### config.mk
export PLATFORM = sky130hd
export DESIGN_NAME = tdc_multichannel_core
export DESIGN_NICKNAME = d
export VERILOG_FILES = /design/src/rtl/tdc_pkg.sv /design/src/rtl/tdc_sync_fifo.sv /design/src/rtl/tdc_multichannel_core.sv
export SDC_FILE = /design/constraint.sdc
export NUM_CORES = 1
export LEC_CHECK = 0
export BUFFER_PORTS_ARGS = -buffer_cell sky130_fd_sc_hd__buf_2
export CAP_MARGIN = 10
export CORE_AREA = 2 2 244 246
export CTS_CLUSTER_DIAMETER = 40
export DETAILED_ROUTE_END_ITERATION = 10
export DIE_AREA = 0 0 246 248
export GPL_TIMING_DRIVEN = 0
export PLACE_DENSITY = 0.54
export SLEW_MARGIN = 10
export SYNTH_ARGS = -nofsm -noshare
export SYNTH_HDL_FRONTEND = slang
export SYNTH_SLANG_ARGS = --single-unit
### constraint.sdc
create_clock -name ckref -period 15.91 [get_ports ckref]
set_input_delay 4.773 -clock ckref [delete_from_list [all_inputs] [get_ports ckref]]
set_output_delay 4.773 -clock ckref [all_outputs]
set_load 0.01 [all_outputs]
### src/rtl/tdc_pkg.sv
// Shared definitions for the multichannel TDC core: word type codes,
// elaboration-time width helpers and readout word field offsets.
// Output word layout, MSB to LSB: {type, ch, coarse, fine}.
package tdc_pkg;

  localparam logic TDC_TYPE_TS   = 1'b0;
  localparam logic TDC_TYPE_FREQ = 1'b1;

  // Ceiling log2; returns 0 for n <= 1.
  function automatic int tdc_clog2(input int n);
    int r;
    r = 0;
    while ((1 << r) < n) r++;
    return r;
  endfunction

  // Channel field width; at least one bit even for a single channel.
  function automatic int tdc_ch_w(input int n_ch);
    return (tdc_clog2(n_ch) < 1) ? 1 : tdc_clog2(n_ch);
  endfunction

  function automatic int tdc_word_w(input int n_ch, input int coarse_w, input int fine_w);
    return 1 + tdc_ch_w(n_ch) + coarse_w + fine_w;
  endfunction

  function automatic int tdc_fine_lsb();
    return 0;
  endfunction

  function automatic int tdc_coarse_lsb(input int fine_w);
    return fine_w;
  endfunction

  function automatic int tdc_ch_lsb(input int coarse_w, input int fine_w);
    return coarse_w + fine_w;
  endfunction

  function automatic int tdc_type_bit(input int n_ch, input int coarse_w, input int fine_w);
    return tdc_ch_w(n_ch) + coarse_w + fine_w;
  endfunction

endpackage

### src/rtl/tdc_sync_fifo.sv
// First-word-fall-through synchronous FIFO. The head word is visible on
// rd_data_o whenever valid_o is high; rd_data_o is zero while empty.
// Pushes into a full FIFO and pops from an empty one are ignored.
module tdc_sync_fifo
  import tdc_pkg::*;
#(
  parameter int WIDTH = 8,
  parameter int DEPTH = 16
) (
  input  logic                      clk_i,
  input  logic                      rst_i,
  input  logic                      push_i,
  input  logic [WIDTH-1:0]          push_data_i,
  input  logic                      pop_i,
  output logic [WIDTH-1:0]          rd_data_o,
  output logic                      valid_o,
  output logic                      full_o,
  output logic [tdc_clog2(DEPTH):0] level_o
);

  localparam int AW = tdc_clog2(DEPTH);

  logic [WIDTH-1:0] mem_q [DEPTH];
  logic [AW-1:0]    wr_ptr_q, wr_ptr_d;
  logic [AW-1:0]    rd_ptr_q, rd_ptr_d;
  logic [AW:0]      level_q, level_d;
  logic             push_ok, pop_ok;

  // Qualify requests against the occupancy at the start of the cycle.
  always_comb begin
    push_ok  = push_i && (level_q != (AW+1)'(DEPTH));
    pop_ok   = pop_i && (level_q != '0);
    wr_ptr_d = push_ok ? wr_ptr_q + AW'(1) : wr_ptr_q;
    rd_ptr_d = pop_ok ? rd_ptr_q + AW'(1) : rd_ptr_q;
    level_d  = level_q;
    if (push_ok && !pop_ok) level_d = level_q + (AW+1)'(1);
    else if (!push_ok && pop_ok) level_d = level_q - (AW+1)'(1);
  end

  // Pointers and occupancy.
  always_ff @(posedge clk_i or posedge rst_i) begin
    if (rst_i) begin
      wr_ptr_q <= '0;
      rd_ptr_q <= '0;
      level_q  <= '0;
    end else begin
      wr_ptr_q <= wr_ptr_d;
      rd_ptr_q <= rd_ptr_d;
      level_q  <= level_d;
    end
  end

  // Storage array; contents are meaningless until written, so no reset.
  always_ff @(posedge clk_i) begin
    if (push_ok) mem_q[wr_ptr_q] <= push_data_i;
  end

  assign valid_o   = (level_q != '0);
  assign full_o    = (level_q == (AW+1)'(DEPTH));
  assign level_o   = level_q;
  assign rd_data_o = valid_o ? mem_q[rd_ptr_q] : '0;

endmodule

### src/rtl/tdc_multichannel_core.sv
// Multichannel TDC timestamping core. Each hit input is synchronised,
// rising-edge detected and captured as {coarse counter, fine code} into a
// per-channel pending register; pending words are arbitrated round-robin
// into a shared FWFT FIFO.
// Optional build macro TDC_FREQMODE_EN adds a freq_mode input that turns
// the channels into windowed edge counters.
//
// Readout handshake: dout_valid is high exactly when the FIFO holds a word
// and dout carries that head word; the word is consumed on a rising ckref
// edge where dout_valid and dout_ready are both high. dout_ready may be
// held high while empty, and dout stays stable until consumed.
module tdc_multichannel_core
  import tdc_pkg::*;
#(
  parameter int N_CH     = 4,
  parameter int COARSE_W = 16,
  parameter int FINE_W   = 6,
  parameter int DEPTH    = 16,
  parameter int WIN_LOG2 = 10
) (
  input  logic                                         ckref,
  input  logic                                         rst,
  input  logic                                         enable,
  input  logic [N_CH-1:0]                              hit,
  input  logic [N_CH*FINE_W-1:0]                       fine_code,
  input  logic                                         lost_clr,
  output logic [tdc_word_w(N_CH, COARSE_W, FINE_W)-1:0] dout,
  output logic                                         dout_valid,
  input  logic                                         dout_ready,
  output logic [tdc_clog2(DEPTH):0]                    fifo_level,
  output logic [N_CH-1:0]                              lost
`ifdef TDC_FREQMODE_EN
  ,
  input  logic                                         freq_mode
`endif
);

  localparam int CH_W       = tdc_ch_w(N_CH);
  localparam int WORD_W     = tdc_word_w(N_CH, COARSE_W, FINE_W);
  localparam int FINE_LSB   = tdc_fine_lsb();
  localparam int COARSE_LSB = tdc_coarse_lsb(FINE_W);
  localparam int CH_LSB     = tdc_ch_lsb(COARSE_W, FINE_W);
  localparam int TYPE_BIT   = tdc_type_bit(N_CH, COARSE_W, FINE_W);

  if (N_CH < 1 || DEPTH < 2 || (DEPTH & (DEPTH - 1)) != 0 || WIN_LOG2 < 1) begin : g_param_check
    $error("tdc_multichannel_core: illegal parameter set");
  end

  // Hit synchronisers and edge detect.
  logic [N_CH-1:0] s1_q, s2_q, s3_q;
  logic [N_CH-1:0] hit_edge;
  logic [N_CH-1:0] cap_ts;

  // Coarse time base.
  logic [COARSE_W-1:0] coarse_q, coarse_d;

  // Per-channel pending words.
  logic [N_CH-1:0]     pend_v_q, pend_v_d;
  logic [N_CH-1:0]     pend_type_q, pend_type_d;
  logic [COARSE_W-1:0] pend_coarse_q [N_CH];
  logic [COARSE_W-1:0] pend_coarse_d [N_CH];
  logic [FINE_W-1:0]   pend_fine_q [N_CH];
  logic [FINE_W-1:0]   pend_fine_d [N_CH];

  // Lost flags and arbiter.
  logic [N_CH-1:0] lost_q, lost_d, lost_set;
  logic [CH_W-1:0] rr_ptr_q, rr_ptr_d;
  logic            grant_v;
  logic [CH_W-1:0] grant_ch;
  logic [N_CH-1:0] grant_oh;
  logic [WORD_W-1:0] wr_data;
  logic            fifo_full;

  assign hit_edge = s2_q & ~s3_q & {N_CH{enable}};
  assign coarse_d = enable ? coarse_q + COARSE_W'(1) : coarse_q;

`ifdef TDC_FREQMODE_EN
  logic                freq_mode_q;
  logic                freq_restart;
  logic                win_end;
  logic [WIN_LOG2-1:0] win_q, win_d;
  logic [COARSE_W-1:0] cnt_q [N_CH];
  logic [COARSE_W-1:0] cnt_d [N_CH];
  logic [COARSE_W-1:0] cnt_inc [N_CH];

  assign cap_ts = hit_edge & ~{N_CH{freq_mode}};

  // Window timer and saturating edge counters; a mode change restarts both.
  always_comb begin
    freq_restart = freq_mode ^ freq_mode_q;
    win_end      = freq_mode && enable && !freq_restart && (win_q == '1);
    win_d        = win_q;
    if (freq_restart) win_d = '0;
    else if (freq_mode && enable) win_d = win_q + WIN_LOG2'(1);
    for (int c = 0; c < N_CH; c++) begin
      cnt_inc[c] = (hit_edge[c] && (cnt_q[c] != '1)) ? cnt_q[c] + COARSE_W'(1) : cnt_q[c];
      cnt_d[c]   = (freq_restart || win_end || !freq_mode) ? '0 : cnt_inc[c];
    end
  end

  // Frequency-mode state registers.
  always_ff @(posedge ckref or posedge rst) begin
    if (rst) begin
      freq_mode_q <= 1'b0;
      win_q       <= '0;
      for (int c = 0; c < N_CH; c++) cnt_q[c] <= '0;
    end else begin
      freq_mode_q <= freq_mode;
      win_q       <= win_d;
      for (int c = 0; c < N_CH; c++) cnt_q[c] <= cnt_d[c];
    end
  end
`else
  assign cap_ts = hit_edge;
`endif

  // Round-robin search for the first pending channel at or after rr_ptr.
  always_comb begin
    int idx;
    grant_v  = 1'b0;
    grant_ch = '0;
    idx      = 0;
    for (int i = 0; i < N_CH; i++) begin
      idx = int'(rr_ptr_q) + i;
      if (idx >= N_CH) idx = idx - N_CH;
      if (!grant_v && !fifo_full && pend_v_q[idx]) begin
        grant_v  = 1'b1;
        grant_ch = CH_W'(idx);
      end
    end
    for (int c = 0; c < N_CH; c++) grant_oh[c] = grant_v && (grant_ch == CH_W'(c));
    rr_ptr_d = rr_ptr_q;
    if (grant_v) rr_ptr_d = (grant_ch == CH_W'(N_CH - 1)) ? '0 : grant_ch + CH_W'(1);
  end

  // Assemble the granted channel's word for the FIFO.
  always_comb begin
    wr_data = '0;
    wr_data[FINE_LSB +: FINE_W]     = pend_fine_q[grant_ch];
    wr_data[COARSE_LSB +: COARSE_W] = pend_coarse_q[grant_ch];
    wr_data[CH_LSB +: CH_W]         = grant_ch;
    wr_data[TYPE_BIT]               = pend_type_q[grant_ch];
  end

  // Pending register update: a grant frees the slot in the same cycle, so
  // an edge coinciding with the grant is kept; otherwise it is lost.
  always_comb begin
    pend_v_d      = pend_v_q;
    pend_type_d   = pend_type_q;
    pend_coarse_d = pend_coarse_q;
    pend_fine_d   = pend_fine_q;
    lost_set      = '0;
    for (int c = 0; c < N_CH; c++) begin
      if (grant_oh[c]) pend_v_d[c] = 1'b0;
      if (cap_ts[c]) begin
        if (pend_v_q[c] && !grant_oh[c]) begin
          lost_set[c] = 1'b1;
        end else begin
          pend_v_d[c]      = 1'b1;
          pend_type_d[c]   = TDC_TYPE_TS;
          pend_coarse_d[c] = coarse_q;
          pend_fine_d[c]   = fine_code[c*FINE_W +: FINE_W];
        end
      end
`ifdef TDC_FREQMODE_EN
      if (win_end) begin
        if (pend_v_q[c] && !grant_oh[c]) begin
          lost_set[c] = 1'b1;
        end else begin
          pend_v_d[c]      = 1'b1;
          pend_type_d[c]   = TDC_TYPE_FREQ;
          pend_coarse_d[c] = cnt_inc[c];
          pend_fine_d[c]   = '0;
        end
      end
`endif
    end
    lost_d = (lost_clr ? '0 : lost_q) | lost_set;
  end

  // Synchronisers, coarse counter, pending words, lost flags, rr pointer.
  always_ff @(posedge ckref or posedge rst) begin
    if (rst) begin
      s1_q        <= '0;
      s2_q        <= '0;
      s3_q        <= '0;
      coarse_q    <= '0;
      pend_v_q    <= '0;
      pend_type_q <= '0;
      lost_q      <= '0;
      rr_ptr_q    <= '0;
      for (int c = 0; c < N_CH; c++) begin
        pend_coarse_q[c] <= '0;
        pend_fine_q[c]   <= '0;
      end
    end else begin
      s1_q          <= hit;
      s2_q          <= s1_q;
      s3_q          <= s2_q;
      coarse_q      <= coarse_d;
      pend_v_q      <= pend_v_d;
      pend_type_q   <= pend_type_d;
      lost_q        <= lost_d;
      rr_ptr_q      <= rr_ptr_d;
      pend_coarse_q <= pend_coarse_d;
      pend_fine_q   <= pend_fine_d;
    end
  end

  tdc_sync_fifo #(
    .WIDTH (WORD_W),
    .DEPTH (DEPTH)
  ) u_fifo (
    .clk_i       (ckref),
    .rst_i       (rst),
    .push_i      (grant_v),
    .push_data_i (wr_data),
    .pop_i       (dout_valid & dout_ready),
    .rd_data_o   (dout),
    .valid_o     (dout_valid),
    .full_o      (fifo_full),
    .level_o     (fifo_level)
  );

  assign lost = lost_q;

endmodule

# Word-level counts from Yosys, hierarchy flattened
# Memory sizes are Yosys's and may differ from the RTL's.
# Index checks and enable logic that the tools add are counted.
[totals] ram_bits=400 register_bits=139 n_memories=1 out_inout_bits=35 wordCells=152 inputBits=33
[mem_list] memory="u_fifo.mem_q" depth=16 word_bits=25 rd=1 rd_clocked_by_memory_dff=0 wr=1 line="tdc_sync_fifo.sv:23" text="logic [WIDTH-1:0] mem_q [DEPTH];"
[classes] n_eq_ne=5 muxes=59 n_reduce_logical=36 addsub=13 order_cmp=10 bitwise=10
[op_table] operator="32-bit by 4-bit less-than comparator with 1-bit output (second input constant)" n=4
[op_table] operator="32-bit 2-to-1 mux" n=4
[op_table] operator="1-bit 2-to-1 mux" n=35
[op_table] operator="16-bit binary-select mux with 2-bit select" n=1
[op_table] operator="16-bit 2-to-1 mux" n=2
[op_table] operator="25-bit 2-to-1 mux" n=1
[op_table] operator="1-bit logical AND" n=19
[op_table] operator="16-bit by 1-bit adder with 16-bit output (second input constant)" n=1
[op_table] operator="6-bit binary-select mux with 2-bit select" n=1
[op_table] operator="3-bit greater-or-equal comparator (second input constant)" n=4
[op_table] operator="6-bit 2-to-1 mux" n=2
[op_table] operator="3-bit by 3-bit subtractor with 4-bit output (second input constant)" n=3
[op_table] operator="1-bit binary-select mux with 2-bit select" n=5
[op_table] operator="1-bit logical NOT" n=10
[op_table] operator="2-bit 2-to-1 mux" n=5
[op_table] operator="5-bit 2-to-1 mux" n=2
[op_table] operator="4-bit by 1-bit adder with 4-bit output (second input constant)" n=2
[op_table] operator="4-bit bitwise AND" n=2
[op_table] operator="2-bit AND reduction" n=4
[op_table] operator="2-bit by 2-bit adder with 3-bit output (second input constant)" n=2
[op_table] operator="5-bit by 1-bit adder with 5-bit output (second input constant)" n=1
[op_table] operator="5-bit == test (second input constant)" n=1
[op_table] operator="5-bit inequality test (second input constant)" n=1
[op_table] operator="5-bit nonzero test" n=1
[op_table] operator="other kinds (16)" n=20

# Longest topological paths before layout
# Gate-level depths: netlist of run 1.
[depth] word_depth=26 ltp_mapped=13

# Modules after synthesis
# A second synthesis of run 1 with hierarchy kept.
[unflattened] cells_unflattened=1134 hier_area_um2=21719.6
[by_module_without_submodules] mod="tdc_sync_fifo" area_each_um2=15987.8 n_inst=1 cells_per_inst=704
[by_module_without_submodules] mod="tdc_multichannel_core" area_each_um2=5731.7 n_inst=1 cells_per_inst=430

# Worst setup path after synthesis of run 1
# No wires, ideal clock.
[synth_path] kind="register to output" start="register u_fifo.rd_ptr_q[0]" end="output port dout[10]" t_arrival_ns=1.753 path_stages_with_launch=7 path_slack_ns=9.384 required_ns=11.137 cell_sequence="dfrtp_1 buf_2 buf_4 buf_2 mux4_2 mux2i_1 o22ai_1"
[synth_via] elab_chain_cells=2
[synth_lines] item="start, declared" line="tdc_sync_fifo.sv:25" text="logic [AW-1:0] rd_ptr_q, rd_ptr_d;"
[synth_lines] item="start signal, assigned" line="tdc_sync_fifo.sv:48" text="rd_ptr_q <= rd_ptr_d;"
[synth_lines] item="memory read 16 x 25 bit"
[synth_lines] item="25-bit 2-to-1 mux" line="tdc_sync_fifo.sv:61" text="assign rd_data_o = valid_o ? mem_q[rd_ptr_q] : '0;"
[synth_lines] item="end, declared" line="tdc_multichannel_core.sv:27" text="output logic [tdc_word_w(N_CH, COARSE_W, FINE_W)-1:0] dout,"
# No other way between the ends.

# Final worst setup path of run 1
[layout_path] start="register u_fifo.rd_ptr_q[1]" end="output port dout[21]"
# Same word-level chain as after synthesis.

==> results of run 1 <==
==> per-stage QoR <==
step	worst slack (ns)	total power, W	hold WS [ns]	utilization [%]
after floorplan	7.412	0.003657	0.3312	-
after global placement	5.609	0.004392	0.3324	37.73
after detailed placement	8.396	0.004530	0.3347	38.20
after CTS	7.690	0.006353	0.3464	43.02
after global routing	7.578	0.006627	0.3512	43.18
final	7.818	0.006304	0.3448	43.18
==> registers in the layout (all words and copies together), names as in the netlist <==
name             count
u_fifo.mem_q       384
pend_coarse_q       64
pend_fine_q         24
coarse_q            16
u_fifo.level_o       5
lost                 4
pend_v_q             4
s1_q                 4
s2_q                 4
s3_q                 4
u_fifo.rd_ptr_q      4
u_fifo.wr_ptr_q      4
rr_ptr_q             2
==> cell usage after synthesis <==
cell / instances
a32oi_1: 22
nor2_1: 9
fa_1: 1
buf_4: 2
and2_1: 13
ha_1: 15
a221oi_1: 1
mux2_2: 91
buf_1: 3
dfrtp_1: 139
nand3b_1: 4
clkinv_4: 1
edfxtp_1: 384
inv_1: 13
o21ai_0: 4
and4_1: 4
nor3b_1: 1
buf_6: 5
nand4_1: 5
a21o_1: 2
nor3_1: 2
clkbuf_1: 25
nor2b_1: 2
nand3_1: 6
or4_4: 1
xnor2_1: 16
and3_1: 2
o22ai_1: 28
mux2i_1: 49
a21oi_1: 29
nand2_1: 99
o211ai_1: 1
o21a_1: 2
nand2b_1: 3
inv_2: 1
mux4_2: 96
xor2_1: 9
buf_2: 25
nand2_2: 1
nor4_2: 1
conb_1: 1
==> area by class of cell <==
class                   instances  area [sq um]  share of cell area, %
diodes                          1         2.502               0.009912
flip-flops and latches        523         15010                  59.45
inverters                      15         68.82                 0.2726
clock buffers                  94          2150                  8.515
repair buffers                 93         645.6                  2.557
plain buffers                  60         301.5                  1.194
well taps                     773         967.2                  3.831
clock inverters                59         666.9                  2.642
multi-input cells             520          5434                  21.52
==> kinds of logic after synthesis <==
kind of cell / count (synthesis)
and+or+nand+nor: 153
AOI/OAI and AO/OA: 89
adders and majority gates: 16
xor gates and xnor gates: 25
DFF: 523
muxes: 236
other: 1
buffers and inverters: 75
==> worst paths after layout <==
| path | start | to | cells after the start | slack [ns] |
|---|---|---|---|---|
| worst max-delay path | u_fifo.rd_ptr_q[1] | dout[21] | 7 | 7.82 |
| worst min-delay path | s1_q[3] | s2_q[3] | 0 | 0.34 |
| worst max register to register | u_fifo.level_o[0] | pend_coarse_q[7] | 10 | 11.99 |
| worst min register to register | s1_q[3] | s2_q[3] | 0 | 0.34 |
| max in group asynchronous | rst | u_fifo.level_o[4] | 3 | 10.96 |
| min in group asynchronous | rst | pend_fine_q[10] | 2 | 4.21 |
==> report_power, final <==
group / internal, W / total [W] / switching (W)
registers: 0.00222 / 0.00235 / 0.000121
clock network: 0.00115 / 0.00180 / 0.000656
logic: 0.000786 / 0.00215 / 0.00137
total: 0.00416 / 0.00630 / 0.00215
==> per-layer routing <==
| layer | vias to the layer above | track usage (%) |
|---|---|---|
| met2 | 224 | 27.29 |
| met3 | 73 | 3.168 |
| met5 | - | 0 |
| met4 | 0 | 4.332 |
| li1 | 4779 | - |
| met1 | 5663 | 20.55 |
==> results.toml, run 1 <==
[power]
p_leak_nw = 9.271
vdd.ir_drop.worst_mv = 0.1356
power.density_mw_per_mm2 = 249.7

[route]
dr.pass1.iters = 7
routed_wl_microns = 47570
top_layer = "met4"
vias_per_cell = 5.023
wl_met1_microns = 20430
met2_length_microns = 24160
final_antenna_net_count = 0
routedWlPerCell_microns = 22.25
dr_wl_met3_microns = 2113
vias = 10740
drc = 0
drt_iter0_drc = 807

[synthesis]
synth_simple_gate_area_share_pct = 3.393
synth_top_cell_area_share_pct = 55.53
synthDistinctLibCells = 41
synth_fa_ha_area_share_pct = 1.000
synth_top_family_by_area = "multiplexers"
synthCells = 1118
synth-seq-cells = 523
ys_top_cells_by_area = "edfxtp_1, dfrtp_1, mux4_2, mux2_2, mux2i_1"
syn_nets = 1167
ys_seq_area_share_pct = 72.29
synth_area_sq_mm = 0.02076
postSynthAreaPerCell_sq_um = 18.57
ys_warn_count = 0
yosysTopAreaCell = "edfxtp_1"
synth_compound_area_share_pct = 2.790
synthMuxAreaShare_pct = 17.71
synth_xor_area_share_pct = 1.055

[die]
rows = 89
num_io_pins = 68
die_y_microns = 248
coreArea_sq_mm = 0.05846
fp.dieArea_sq_mm = 0.06101
die_x_microns = 246
start_util_pct = 35.52

[clock_network]
numCtsBuffers = 82
htreeDepth = 3
clk_latency_ns = 0.61
cts_root_buffer = "clkbuf_16"
clock-sinks = 523
postCtsSetupBuffers = 0
clkTransAtPathRegs_ns = 0.05
hold_buffers = 0
cts_tree = "built"
cts.path.max_buffers = 3
cts_resized = 0

[timing]
fin_crit_sh_pct = 50.86
setup_viol = 0
slew_viol_final = 0
fin_worst_skew_ns = 0.01810
relSlewSlack_pct = 24.89
rsz0062_at_grt = "no"
tns_ns = 0
finalCriticalPeriod_ns = 8.092
hold_viol_final = 0
fmax_mhz = 123.6
tightest_slew_ns = 1.127

[global_routing]
grt_max_degree = 71
grt_usage_pct = 15.89
grt_overflow_total = 0
grt_pass1_wl_microns = 71000
antenna_found_initial = 4
grt_pass1_vias = 11320

[cells_and_area]
final_common_cell = "edfxtp_1"
most-common-layout-cells = "edfxtp_1, dfrtp_1, nand2_1"
final_area_sq_mm = 0.02525
num-fill-cells = 5148
final_cells = 2138
drive_gt1_share_pct = 34.75
nets = 1344
area_growth_pct = 21.58

[critical_path]
crit_family = "buffers and inverters"
cp_max_fo = 10
crit_chain = "buf_2 > buf_2 > buf_1 > mux4_2 > mux2i_1 > o22ai_1 > buf_2"
crit_type = "reg2out"
cp.required_ns = 11.14
cp_slowest_stage_delay_ns = 0.66
start_kind = "register"
cpMostUsedCell = "buf_2"
path_buf_inv = 4
crit_path_end_kind = "primary output"
worstPathArrival_ns = 3.32
cp_slowest_cell = "buf_1"

[place]
io_buffers = 65
dp.cells = 1974
hpwl_microns = 29160
place_area_sq_mm = 0.02233
place_congestion = 0.7093

[flow_run]
cap_violations = 0

[min_path]
hp-class = "reg2reg"

[run_status]
outcome = "complete, no violations"
Note: power is estimated with default switching activity, not from simulation.
==> run 2, diff against run 1 <==
Settings changed: PLACE_DENSITY 0.54 to 0.55.
Clock period 15.91 ns to 6.8 ns, I/O delays scaled along.
==> results.toml, run 2 (same netlist as run 1, synthesis figures left out) <==
[cells_and_area]
final_common_cell = "edfxtp_1"
multi_input_comb_area_sq_mm = 0.005441
most-common-layout-cells = "edfxtp_1, dfrtp_1, nand2_1"
num-fill-cells = 5151
final_area_sq_mm = 0.02512
drive_gt1_share_pct = 34.27
top_register = "u_fifo.mem_q"
seq_area_sq_mm = 0.01501
largest_register_ffs = 384
nets = 1338
reg_top3 = "u_fifo.mem_q x384, pend_coarse_q x64, pend_fine_q x24"
area_growth_pct = 20.99
diodes = 0

[global_routing]
grt_max_degree = 114
grt_overflow_total = 0
antenna_found_initial = 2
grt_pass1_vias = 11320
grt_usage_pct = 15.90
grt_pass1_wl_microns = 71170

[die]
start_util_pct = 35.52
rows = 89
num_io_pins = 68
die_x_microns = 246
coreArea_sq_mm = 0.05846
fp.dieArea_sq_mm = 0.06101
die_y_microns = 248

[route]
vias_per_cell = 5.073
final_antenna_net_count = 0
vias = 10760
routedWlPerCell_microns = 22.21
drc = 0
dr.pass1.iters = 6
drt_iter0_drc = 848
routed_wl_microns = 47100

[timing]
fmax_mhz = 184.0
setup_viol = 0
tightest_slew_ns = 1.092
worst_slack_ns = 1.364
relSlewSlack_pct = 27.17
rsz0062_at_grt = "no"
fin_crit_sh_pct = 79.94
hold_viol_final = 0
finalCriticalPeriod_ns = 5.436
tns_ns = 0
slew_viol_final = 0
fin_worst_skew_ns = 0.02636

[power]
vdd.ir_drop.worst_mv = 0.2513
power.density_mw_per_mm2 = 579.8
p_leak_nw = 9.204

[clock_network]
clock-sinks = 523
cts_root_buffer = "clkbuf_16"
clk_latency_ns = 0.61
postCtsSetupBuffers = 0
cts.path.max_buffers = 3
cts_tree = "built"
clkTransAtPathRegs_ns = 0.05
htreeDepth = 3
cts_resized = 0
numCtsBuffers = 78
hold_buffers = 0

[critical_path]
start_kind = "register"
crit_chain = "buf_2 > buf_2 > buf_1 > mux4_2 > mux2i_1 > o22ai_1 > buf_2"
cp_max_fo = 10
worstPathArrival_ns = 3.40
crit_type = "reg2out"
cp_slowest_cell = "buf_1"
cpMostUsedCell = "buf_2"
cp_slowest_stage_delay_ns = 0.67
crit_path_end_kind = "primary output"
cp.required_ns = 4.76

[run_status]
outcome = "complete, no violations"

[place]
place_congestion = 0.7254
hpwl_microns = 28430
dp_worst_setup_slack_ns = 2.031
io_buffers = 65
place_area_sq_mm = 0.02232

[min_path]
hp-class = "reg2reg"

[flow_run]
cap_violations = 0
run 2: changes by cell type in the layout (fill, tap and decap cells not counted), moves of 3 or more:
cell | before | now
clkbuf_16 | 84 | 80
clkinv_1 | 7 | 3
clkinv_2 | 11 | 4
clkinvlp_4 | 8 | 5
run 2: power by group:
part           switching (W)  leakage [nW]  total [W]  internal (W)
combinational        0.00316          2.61    0.00499       0.00182
sequential          0.000283          5.29    0.00549       0.00520
clock                0.00152          1.30    0.00409       0.00258
total                0.00496          9.20     0.0146       0.00960
run 2: final cells by class:
type	instances	area share, %
inverter	15	0.2739
multi-input combinational	520	21.66
sequential	523	59.75
timing repair buffer	91	2.540
tap	773	3.850
clock inverter	46	2.445
clock buffer	93	8.283
buffer	60	1.200
run 2: final timing paths:
path | depth (start not counted) | end | slack (ns) | from
setup / recovery | 7 | dout[19] | 1.36 | u_fifo.rd_ptr_q[1]
hold / removal | 0 | s2_q[1] | 0.35 | s1_q[1]
setup reg to reg | 10 | pend_coarse_q[7] | 2.86 | u_fifo.level_o[1]
hold reg to reg | 0 | s2_q[1] | 0.35 | s1_q[1]
max in group asynchronous | 3 | u_fifo.level_o[0] | 4.57 | rst
min in group asynchronous | 2 | pend_fine_q[9] | 1.37 | rst
run 2: through the flow:
step	hold slack (ns)	cells	utilization (%)	total power, W
detailed placement	0.3379	1972	38.19	0.01055
global placement	0.3315	1956	37.73	0.01027
global route	0.3510	2121	42.97	0.01534
CTS	0.3484	2111	42.80	0.01469
floorplan	0.3312	1118	-	0.008556
finish	0.3460	2121	42.97	0.01457
run 2: routing by layer:
| layer | vias to the layer above | part of all wire, % | global-route usage, % |
|---|---|---|---|
| li1 | 4758 | - | - |
| met1 | 5623 | 43 | 21.03 |
| met3 | 87 | 5.0 | 3.309 |
| met4 | 0 | 2.2 | 4.724 |
| met5 | - | 0 | 0 |
| met2 | 291 | 49 | 26.49 |
run 2: critical path, delay by kind of cell, from the launching register on:
kind	cells	cell delay, ns
buffers and inverters	4	1.55
AOI/OAI and AO/OA	1	0.24
DFF	1	0.34
muxes	2	0.63
==> run 3, diff against run 2 <==
Settings changed: ABC_AREA from default to 1, CORE_AREA 2 2 244 246 to 2 2 251 253, DIE_AREA 0 0 246 248 to 0 0 253 255, PLACE_DENSITY 0.55 to 0.54.
Clock period 6.8 ns to 5.65 ns, I/O delays scaled along.
==> results.toml, run 3 <==
[route]
final_antenna_net_count = 0
dr.pass1.iters = 5
routed_wl_microns = 64760
vias = 15880
routedWlPerCell_microns = 21.39
drc = 0
drt_iter0_drc = 1536
vias_per_cell = 5.244

[critical_path]
worstPathArrival_ns = 3.64
rrSetupSlack_ns = 2.07
cp_slowest_cell = "clkbuf_1"
start_kind = "register"
crit_path_end_kind = "primary output"
cp.required_ns = 3.95
cp_slowest_stage_delay_ns = 0.59
crit_family = "buffers and inverters"
crit_chain = "buf_2 > clkbuf_1 > clkbuf_1 > nor2_1 > o221ai_1 > nand3_1 > a21oi_1 > buf_2"
path_buf_inv = 4
crit_type = "reg2out"
cp_max_fo = 10

[synthesis]
synth_edf_count = 384
synth_top_cells_by_count = "edfxtp_1, nand2_1, nor2_1, nand3_1, o21ai_0"
postSynthAreaPerCell_sq_um = 10.93
synthMuxAreaShare_pct = 0
yosysTopAreaCell = "edfxtp_1"
synth_simple_gate_area_share_pct = 15.79
syn_nets = 2072
async_flop_share_pct = 26.58
ys_seq_area_share_pct = 67.87
synth_compound_area_share_pct = 9.126
synth_top_family_by_area = "simple AND/OR/NAND/NOR gates"
synthDistinctLibCells = 39
synth_fa_ha_area_share_pct = 0.9392
yosys_most_used_dff = "edfxtp_1"
synth_xor_area_share_pct = 0.9109
ys_warn_count = 0
yosysMostFrequentCell = "edfxtp_1"
synthCells = 2023
synth_top_cell_area_share_pct = 52.14
synth-seq-cells = 523
ys_top_cells_by_area = "edfxtp_1, dfrtp_1, nand2_1, nand3_1, o21ai_0"
synth_area_sq_mm = 0.02211

[clock_network]
cts.path.max_buffers = 3
numCtsBuffers = 74
cts_root_buffer = "clkbuf_16"
clock-sinks = 523
cts_tree = "built"
clk_latency_ns = 0.60
postCtsSetupBuffers = 0
htreeDepth = 3
clkTransAtPathRegs_ns = 0.05
hold_buffers = 0
cts_resized = 0

[cells_and_area]
top_register = "u_fifo.mem_q"
final_area_sq_mm = 0.02607
most-common-layout-cells = "edfxtp_1, nand2_1, nor2_1"
nets = 2219
largest_register_ffs = 384
drive_gt1_share_pct = 11.59
reg_top3 = "u_fifo.mem_q x384, pend_coarse_q x64, pend_fine_q x24"
area_growth_pct = 17.88
final_common_cell = "edfxtp_1"

[timing]
tightest_slew_ns = 1.221
fmax_mhz = 187.5
finalCriticalPeriod_ns = 5.333
relSlewSlack_pct = 18.53
rsz0062_at_grt = "no"
fin_crit_sh_pct = 94.38
setup_viol = 0
tns_ns = 0
slew_viol_final = 0
fin_worst_skew_ns = 0.01957
hold_viol_final = 0

[global_routing]
grt_overflow_total = 0
grt_pass1_wl_microns = 97010
grt_usage_pct = 20.25
grt_pass1_vias = 15890
antenna_found_initial = 0
grt_max_degree = 112

[die]
start_util_pct = 35.58
fp.dieArea_sq_mm = 0.06452
die_y_microns = 255
coreArea_sq_mm = 0.06216
rows = 92
die_x_microns = 253
num_io_pins = 68

[place]
io_buffers = 65
place_area_sq_mm = 0.02353
place_congestion = 0.8564
hpwl_microns = 43410

[flow_run]
cap_violations = 0

[run_status]
outcome = "complete, no violations"

[min_path]
hp-class = "reg2reg"
[run 3: layout make-up]
cell class	count	area (sq um)
multi-input cells	1207	5922
repair buffers	71	490.5
inverters	162	615.6
well taps	799	999.7
clock inverters	49	491.7
flip-flops and latches	523	15010
clock buffers	84	1963
plain buffers	131	575.6
fillers	5910	36090
diodes	1	2.502
[run 3: per-stage QoR]
stage,utilization (%),instances,hold WS [ns],setup WS (ns)
2_1_floorplan,-,2023,0.3312,0.2305
3_3_place_gp,37.71,2887,0.3370,-1.619
3_5_place_dp,37.85,2890,0.3363,0.9953
4_1_cts,41.80,3023,0.3538,0.3259
5_1_grt,41.94,3026,0.3543,0.08512
6_report,41.94,3027,0.3491,0.3175
[run 3: cells by family (layout without fill, tap and decap cells)]
| logic type | after synthesis | count (layout) |
|---|---|---|
| xor+xnor | 23 | 23 |
| other cells | 1 | 2 |
| flops | 523 | 523 |
| fa+ha+maj | 16 | 16 |
| buf+inv | 293 | 497 |
| simple gates | 822 | 822 |
| compound gates | 345 | 345 |
[run 3: per-layer routing]
metal | wire, microns | global-route usage (%)
met1 | 27290 | 26.59
met4 | 1623 | 6.526
met3 | 4375 | 3.295
met2 | 31470 | 34.36
met5 | 0 | 0
[run 3: worst reg2reg max path, stage by stage (launching register included)]
cell and delay, ns:
dfrtp_1 0.44, nor2_1 0.18, nand4_2 0.24, nand3_1 0.20, inv_1 0.07, nor2_1 0.13, nand3_2 0.25, buf_2 0.30
nand2_1 0.10, inv_1 0.08, nand2_1 0.07, clkinv_1 0.89
[run 3: final timing paths]
path / start / endpoint / depth (start not counted)
max: u_fifo.rd_ptr_q[0] / dout[23] / 8
min: s1_q[3] / s2_q[3] / 0
max reg2reg: u_fifo.level_o[1] / u_fifo.mem_q[4][15] / 11
min reg2reg: s1_q[3] / s2_q[3] / 0
max in group asynchronous: rst / pend_coarse_q[11] / 3
min in group asynchronous: rst / pend_fine_q[19] / 2
Power of run 3 is left out: the tool's default activity adds up to more than one toggle a clock period on the data nets, which glitch-free logic cannot reach.
